==> config.mk <==
export PLATFORM = sky130hd
export DESIGN_NAME = eth_log_arbiter
export DESIGN_NICKNAME = d
export VERILOG_FILES = /design/src/rtl/eth_log_arb_pkg.sv /design/src/rtl/eth_log_rr_pick.sv /design/src/rtl/eth_log_arbiter.sv
export SDC_FILE = /design/constraint.sdc
export NUM_CORES = 1
export LEC_CHECK = 0
export ABC_AREA = 1
export BUFFER_PORTS_ARGS = -buffer_cell sky130_fd_sc_hd__buf_2
export CAP_MARGIN = 20
export CORE_AREA = 5 5 143 145
export DETAILED_ROUTE_END_ITERATION = 12
export DIE_AREA = 0 0 148 150
export GPL_ROUTABILITY_DRIVEN = 0
export PLACE_DENSITY_LB_ADDON = 0.1
export SYNTH_ARGS = -nofsm -noshare
export SYNTH_HDL_FRONTEND = slang
export SYNTH_SLANG_ARGS = --single-unit
export TNS_END_PERCENT = 50
==> constraint.sdc <==
create_clock -name clk -period 2 [get_ports clk]
set_input_delay 0.6 -clock clk [delete_from_list [all_inputs] [get_ports clk]]
set_output_delay 0.6 -clock clk [all_outputs]
set_load 0.01 [all_outputs]
==> src/rtl/eth_log_arb_pkg.sv <==
// Shared constants and helpers for the Ethernet log-stream arbiter.
package eth_log_arb_pkg;

    localparam int unsigned MAX_INPUTS = 8;
    localparam int unsigned GRANT_W    = 3;

    typedef enum logic {
        ST_IDLE = 1'b0,
        ST_XFER = 1'b1
    } state_t;

    // Ceiling log2 for elaboration-time width calculation.
    function automatic int unsigned clog2(input int unsigned value);
        int unsigned result;
        result = 0;
        while ((32'd1 << result) < value) begin
            result = result + 1;
        end
        return result;
    endfunction

endpackage

==> src/rtl/eth_log_rr_pick.sv <==
// Combinational round-robin picker: first set req bit after last_grant, wrapping.
module eth_log_rr_pick
    import eth_log_arb_pkg::*;
#(
    parameter int unsigned C_NUM_INPUTS = 4
) (
    input  logic [C_NUM_INPUTS-1:0] req,
    input  logic [GRANT_W-1:0]      last_grant,
    output logic [GRANT_W-1:0]      next_idx,
    output logic                    valid
);

    localparam int unsigned IDX_W = clog2(C_NUM_INPUTS);

    // Scan farthest-to-nearest so the closest requester after last_grant wins.
    always_comb begin
        int unsigned cand;
        next_idx = '0;
        valid    = 1'b0;
        cand     = 0;
        for (int unsigned off = C_NUM_INPUTS; off > 0; off--) begin
            cand = 32'(last_grant) + off;
            if (cand >= C_NUM_INPUTS) begin
                cand = cand - C_NUM_INPUTS;
            end
            if (req[IDX_W'(cand)]) begin
                next_idx = GRANT_W'(cand);
                valid    = 1'b1;
            end
        end
    end

endmodule

==> src/rtl/eth_log_arbiter.sv <==
// Packet-level round-robin merge of per-collector AXIS log streams into one
// registered output stream; a grant is held from first beat to tlast.
module eth_log_arbiter
    import eth_log_arb_pkg::*;
#(
    parameter int unsigned C_NUM_INPUTS     = 4,
    parameter int unsigned C_AXIS_LOG_WIDTH = 64
) (
    input  logic                                   clk,
    input  logic                                   rst,
    input  logic [C_NUM_INPUTS*C_AXIS_LOG_WIDTH-1:0] s_axis_log_tdata,
    input  logic [C_NUM_INPUTS-1:0]                s_axis_log_tlast,
    input  logic [C_NUM_INPUTS-1:0]                s_axis_log_tvalid,
    output logic [C_NUM_INPUTS-1:0]                s_axis_log_tready,
    output logic [C_AXIS_LOG_WIDTH-1:0]            m_axis_log_tdata,
    output logic                                   m_axis_log_tlast,
    output logic                                   m_axis_log_tvalid,
    input  logic                                   m_axis_log_tready,
    input  logic [C_NUM_INPUTS-1:0]                enable_mask,
    output logic [2:0]                             grant_id,
    output logic                                   busy,
    output logic [31:0]                            pkt_count
);

    localparam int unsigned N     = C_NUM_INPUTS;
    localparam int unsigned W     = C_AXIS_LOG_WIDTH;
    localparam int unsigned IDX_W = clog2(C_NUM_INPUTS);

    state_t             state;
    state_t             state_nxt;
    logic [GRANT_W-1:0] last_grant;
    logic [GRANT_W-1:0] pick_idx;
    logic               pick_valid;
    logic [N-1:0]       req;
    logic [IDX_W-1:0]   grant_sel;
    logic               beat_accept;
    logic               beat_last;
    logic [W-1:0]       beat_data;

    assign req       = s_axis_log_tvalid & enable_mask;
    assign grant_sel = IDX_W'(grant_id);

    eth_log_rr_pick #(
        .C_NUM_INPUTS (N)
    ) u_pick (
        .req        (req),
        .last_grant (last_grant),
        .next_idx   (pick_idx),
        .valid      (pick_valid)
    );

    // Granted input's beat; tready is zero in IDLE so an accept implies XFER.
    assign beat_data   = s_axis_log_tdata[int'(grant_sel) * W +: W];
    assign beat_last   = s_axis_log_tlast[grant_sel];
    assign beat_accept = s_axis_log_tvalid[grant_sel] & s_axis_log_tready[grant_sel];

    always_ff @(posedge clk) begin
        if (rst) begin
            state <= ST_IDLE;
        end else begin
            state <= state_nxt;
        end
    end

    always_comb begin
        state_nxt = state;
        case (state)
            ST_IDLE: if (pick_valid) state_nxt = ST_XFER;
            ST_XFER: if (beat_accept && beat_last) state_nxt = ST_IDLE;
            default: state_nxt = ST_IDLE;
        endcase
    end

    // Only the granted input sees ready, and only when the output slot can take a beat.
    always_comb begin
        s_axis_log_tready = '0;
        busy              = (state == ST_XFER);
        if (state == ST_XFER) begin
            s_axis_log_tready[grant_sel] = ~m_axis_log_tvalid | m_axis_log_tready;
        end
    end

    always_ff @(posedge clk) begin
        if (rst) begin
            grant_id          <= '0;
            last_grant        <= GRANT_W'(N - 1);
            m_axis_log_tvalid <= 1'b0;
            m_axis_log_tlast  <= 1'b0;
            m_axis_log_tdata  <= '0;
            pkt_count         <= '0;
        end else begin
            if (state == ST_IDLE && pick_valid) begin
                grant_id <= pick_idx;
            end
            if (beat_accept && beat_last) begin
                last_grant <= grant_id;
            end
            if (beat_accept) begin
                m_axis_log_tdata  <= beat_data;
                m_axis_log_tlast  <= beat_last;
                m_axis_log_tvalid <= 1'b1;
            end else if (m_axis_log_tready) begin
                m_axis_log_tvalid <= 1'b0;
            end
            if (m_axis_log_tvalid && m_axis_log_tready && m_axis_log_tlast) begin
                pkt_count <= pkt_count + 32'd1;
            end
        end
    end

endmodule
==> impl_summary.md <==
Global route
The initial antenna violation count is 3. The first-pass GRT wire length is 41600 um. The via count of the first global-routing pass is 7871. The maximum number of pins on one net before global-route repair is 84. The overall routing resource usage is 23.6%.

Global routing finished with a remaining overflow of 0.

Min path
In this run the most critical hold path is launched from last_grant[2]$_SDFFE_PP0P_. Along the worst hold path, the cell count comes to 2. The worst hold path class is register to register.

Placed design
The pre-CTS worst setup slack is 9.74 ps. The number of placed instances, taps included, is 1694. The total cell area at the placement stage is 0.00874 sq mm.

During placement, the flow inserted port buffers numbering 376. The placed wire-length estimate is 21100 um.

Clocking
For this design, the CTS-stage hold fixing added 0 buffers. The number of levels in the clock H-tree is 3. The TritonCTS sink count is 105.

No sink is reached through more buffers than the 2 on the longest clock path. TritonCTS built the clock tree. In this run the clock root is driven by a sky130_fd_sc_hd__clkbuf_16.

The total CTS buffers is 9. Post-CTS timing repair inserted 0 buffers for setup. The clock-pin transition on the worst setup and hold timing paths is 70 ps. The later pin in the worst-skew pair is clocked with a latency of 360 ps.

Critical path
The kind of start point of the critical path is a register. In this run the worst setup path begins at m_axis_log_tvalid$_SDFFE_PP0P_. Data on the critical path is required at its endpoint by 1400 ps. The class of the most critical setup path is register to output pin.

STA classifies the critical path endpoint as an output pin. Counting cells, the worst reg-to-reg path comes to 7. The arrival time reported for the critical path endpoint is 1300 ps. The maximum fanout along the worst path is 4.

The start of the worst register-to-register path is grant_id[0]$_SDFFE_PP0P_. The slack of the worst reg-to-reg path is 300 ps.

Drt
The initial DRC count is 429. The detailed router placed 8334 vias in this run. In this run the remaining antenna-violating nets after routing total 0. Before antenna repair, the detailed router went through 5 iterations. The routed length per placed instance is 16.2 um. Using the TritonRoute via totals, the vias-per-cell ratio works out to 4.87. For this block, the routed nets add up to 27700 um of wire. The total DRC errors in the routed layout is 0.

Timing
The final setup slack of the worst path is 103 ps. The count of endpoints failing setup in the final report is 0. Of the available clock period, the critical path in the final layout requires 94.9%. Setup repair after global routing left no endpoint under its margin.

In this run the tightest slew margin relative to its limit is 70.7%. The count of pins over their slew limit is 0. The actual slew at the worst max-slew pin is 439 ps. Across the routed clock network, the largest skew measured is 7.68 ps.

Timing would allow up to 527 MHz. The hold violation count in the final report is 0. The worst path in the final design needs a cycle of 1900 ps, including I/O delays and setup.

Logic synthesis
The number of instances in the synthesized netlist is 1130. The largest total area in the synthesized netlist belongs to sky130_fd_sc_hd__dfxtp_1. The synthesized net count is 1404.

In the post-synthesis netlist, the biggest area contributors are sky130_fd_sc_hd__dfxtp_1, sky130_fd_sc_hd__nand2_1, sky130_fd_sc_hd__a21oi_1, sky130_fd_sc_hd__nor2_1, sky130_fd_sc_hd__nor3_1. In this run, distinct cell masters in the synthesized netlist total 33. The average instance in the mapped netlist occupies 5.87 sq um. The fraction of post-synthesis cell area in the top cell type by area is 31.7%. Summing the sequential cell areas from Yosys gives 31.7% of the chip area. The post-synthesis sequential element count is 105. During synthesis, Yosys emitted a total of 0 warnings.

The total standard cell area after synthesis is 0.00663 sq mm.

Status
The run finished with clean final reports.

Die
The initial cell density of the core is 34.8%. The region available for standard cell placement spans 0.0191 sq mm. In this run the count of I/O pins placed on the die edge is 377. From left edge to right edge, the die measures 148 um. After floorplanning, the core was divided into 51 placement rows.

The die area is 0.0222 sq mm. The y dimension of the die is 150 um.

Power and ir drop
The analysis attributes to cell leakage a power of 4.63 nW. IR analysis of the VDD net gives a maximum drop of 0.389 mV. The total power per unit cell area is 807 mW/mm^2.

Job
The count of max-cap constraint violations is 0.

Final layout
The share of cells above drive strength 1 is 29.6%. Compared with the post-synthesis result, the final layout area differs by 36.8%. Once layout is complete, the cells apart from fillers number 1712. Once layout is done, the placed cells without fillers occupy 0.00907 sq mm. The count of nets after finishing is 1741. The filler cell count is 2043.
[per-layer routing]
layer	up-vias	wire length, um	GRT usage (%)
li1	4346	-	-
met1	3685	11500	28.9
met2	261	13800	40.5
met3	40	1880	6.63
met4	2	572	6.61
met5	-	20	0
[report_power, final]
group	total, mW	switching, mW	internal (mW)
registers	2.52	0.168	2.36
clock network	1.94	0.837	1.10
logic	2.86	1.84	1.03
[Yosys cell counts]
| cell | count |
|---|---|
| sky130_fd_sc_hd__nor2_2 | 3 |
| sky130_fd_sc_hd__nand2_1 | 412 |
| sky130_fd_sc_hd__buf_2 | 30 |
| sky130_fd_sc_hd__o211ai_1 | 2 |
| sky130_fd_sc_hd__inv_2 | 4 |
| sky130_fd_sc_hd__nor3_1 | 67 |
| sky130_fd_sc_hd__a211oi_1 | 1 |
| sky130_fd_sc_hd__nand2_2 | 1 |
| sky130_fd_sc_hd__ha_1 | 3 |
| sky130_fd_sc_hd__nand3_4 | 1 |
| sky130_fd_sc_hd__buf_1 | 1 |
| sky130_fd_sc_hd__nand3b_1 | 9 |
| sky130_fd_sc_hd__o22ai_1 | 2 |
| sky130_fd_sc_hd__nor3_2 | 1 |
| sky130_fd_sc_hd__o21bai_1 | 1 |
| sky130_fd_sc_hd__and3_1 | 1 |
| sky130_fd_sc_hd__xnor2_1 | 1 |
| sky130_fd_sc_hd__o21ai_1 | 30 |
| sky130_fd_sc_hd__nor2_4 | 2 |
| sky130_fd_sc_hd__nor2_1 | 124 |
| sky130_fd_sc_hd__buf_6 | 4 |
| sky130_fd_sc_hd__xor2_1 | 4 |
| sky130_fd_sc_hd__nand4_2 | 1 |
| sky130_fd_sc_hd__o21a_1 | 2 |
| sky130_fd_sc_hd__buf_4 | 5 |
| sky130_fd_sc_hd__a21oi_1 | 160 |
| sky130_fd_sc_hd__nand3_1 | 34 |
| sky130_fd_sc_hd__dfxtp_1 | 105 |
| sky130_fd_sc_hd__inv_4 | 1 |
| sky130_fd_sc_hd__clkbuf_1 | 31 |
| sky130_fd_sc_hd__nand4_1 | 5 |
| sky130_fd_sc_hd__o21ai_0 | 40 |
| sky130_fd_sc_hd__inv_1 | 42 |
[worst paths after layout]
check / to
setup / recovery: s_axis_log_tready[2]
setup reg to reg: m_axis_log_tdata[57]$_SDFFE_PP0P_
hold reg to reg: last_grant[2]$_SDFFE_PP0P_
hold / removal: last_grant[2]$_SDFFE_PP0P_
[worst max-delay path: stages, from the launching register on]
cell	delay, ps
sky130_fd_sc_hd__dfxtp_2	370
sky130_fd_sc_hd__inv_1	50
sky130_fd_sc_hd__nor2_2	150
sky130_fd_sc_hd__nor2_4	60
sky130_fd_sc_hd__inv_1	120
sky130_fd_sc_hd__nor2_1	60
sky130_fd_sc_hd__buf_2	130
[metrics by stage]
step / utilization (%) / hold slack (ps) / total power, mW / TNS (ps)
floorplan: - / 441 / 4.30 / 0
detailed placement: 45.8 / 467 / 5.44 / 0
CTS: 47.5 / 478 / 7.41 / 0
global placement: 45.8 / 456 / 5.43 / -66.3
finish: 47.6 / 480 / 7.32 / 0
global route: 47.6 / 495 / 7.81 / 0
[cell type report]
type	count	area, sq um	area share [%]
multi-input combinational	907	4010	44.2
tap	238	298	3.28
sequential	105	2110	23.2
antenna	2	5.00	0.0551
inverter	47	179	1.97
timing repair buffer	397	2150	23.7
clock buffer	9	225	2.48
clock inverter	7	93.8	1.03
[cells by family (layout without fill, tap and decap cells)]
group	after synthesis	in the layout	synth area share [%]
fa+ha+maj	3	3	0.566
compound gates	238	238	18.2
buf+inv	118	460	8.02
simple gates	661	661	40.9
xor+xnor	5	5	0.660
flops	105	105	31.7
other cells	0	2	0
[flip-flops by register name, summed over array words and instances, names as in the netlist]
name and flops:
m_axis_log_tdata 64, pkt_count 32, grant_id 3, last_grant 3, busy 1, m_axis_log_tlast 1
m_axis_log_tvalid 1
[repair_timing]
| action | 4_1_cts | 5_1_grt |
|---|---|---|
| resized for setup | 2 | 3 |
| pin swaps | 0 | 0 |
| setup endpoints to repair | 4 | 4 |
[placed cells by master (no fill, tap or decap), types with 3 or more instances in the layout]
cell / count
sky130_fd_sc_hd__ha_1: 3
sky130_fd_sc_hd__nor2_2: 4
sky130_fd_sc_hd__nor2_4: 3
sky130_fd_sc_hd__nor3_1: 67
sky130_fd_sc_hd__o21ai_1: 30
sky130_fd_sc_hd__buf_4: 12
sky130_fd_sc_hd__inv_1: 41
sky130_fd_sc_hd__nand3_1: 34
sky130_fd_sc_hd__a21oi_1: 160
sky130_fd_sc_hd__o21ai_0: 40
sky130_fd_sc_hd__nand2_1: 411
sky130_fd_sc_hd__buf_12: 9
sky130_fd_sc_hd__nor2_1: 122
sky130_fd_sc_hd__clkbuf_16: 9
sky130_fd_sc_hd__inv_2: 5
sky130_fd_sc_hd__xor2_1: 4
sky130_fd_sc_hd__nand3b_1: 9
sky130_fd_sc_hd__dfxtp_1: 101
sky130_fd_sc_hd__nand4_1: 5
sky130_fd_sc_hd__buf_2: 376
sky130_fd_sc_hd__dfxtp_2: 3
No activity file was read; power rests on OpenSTA's default activity.
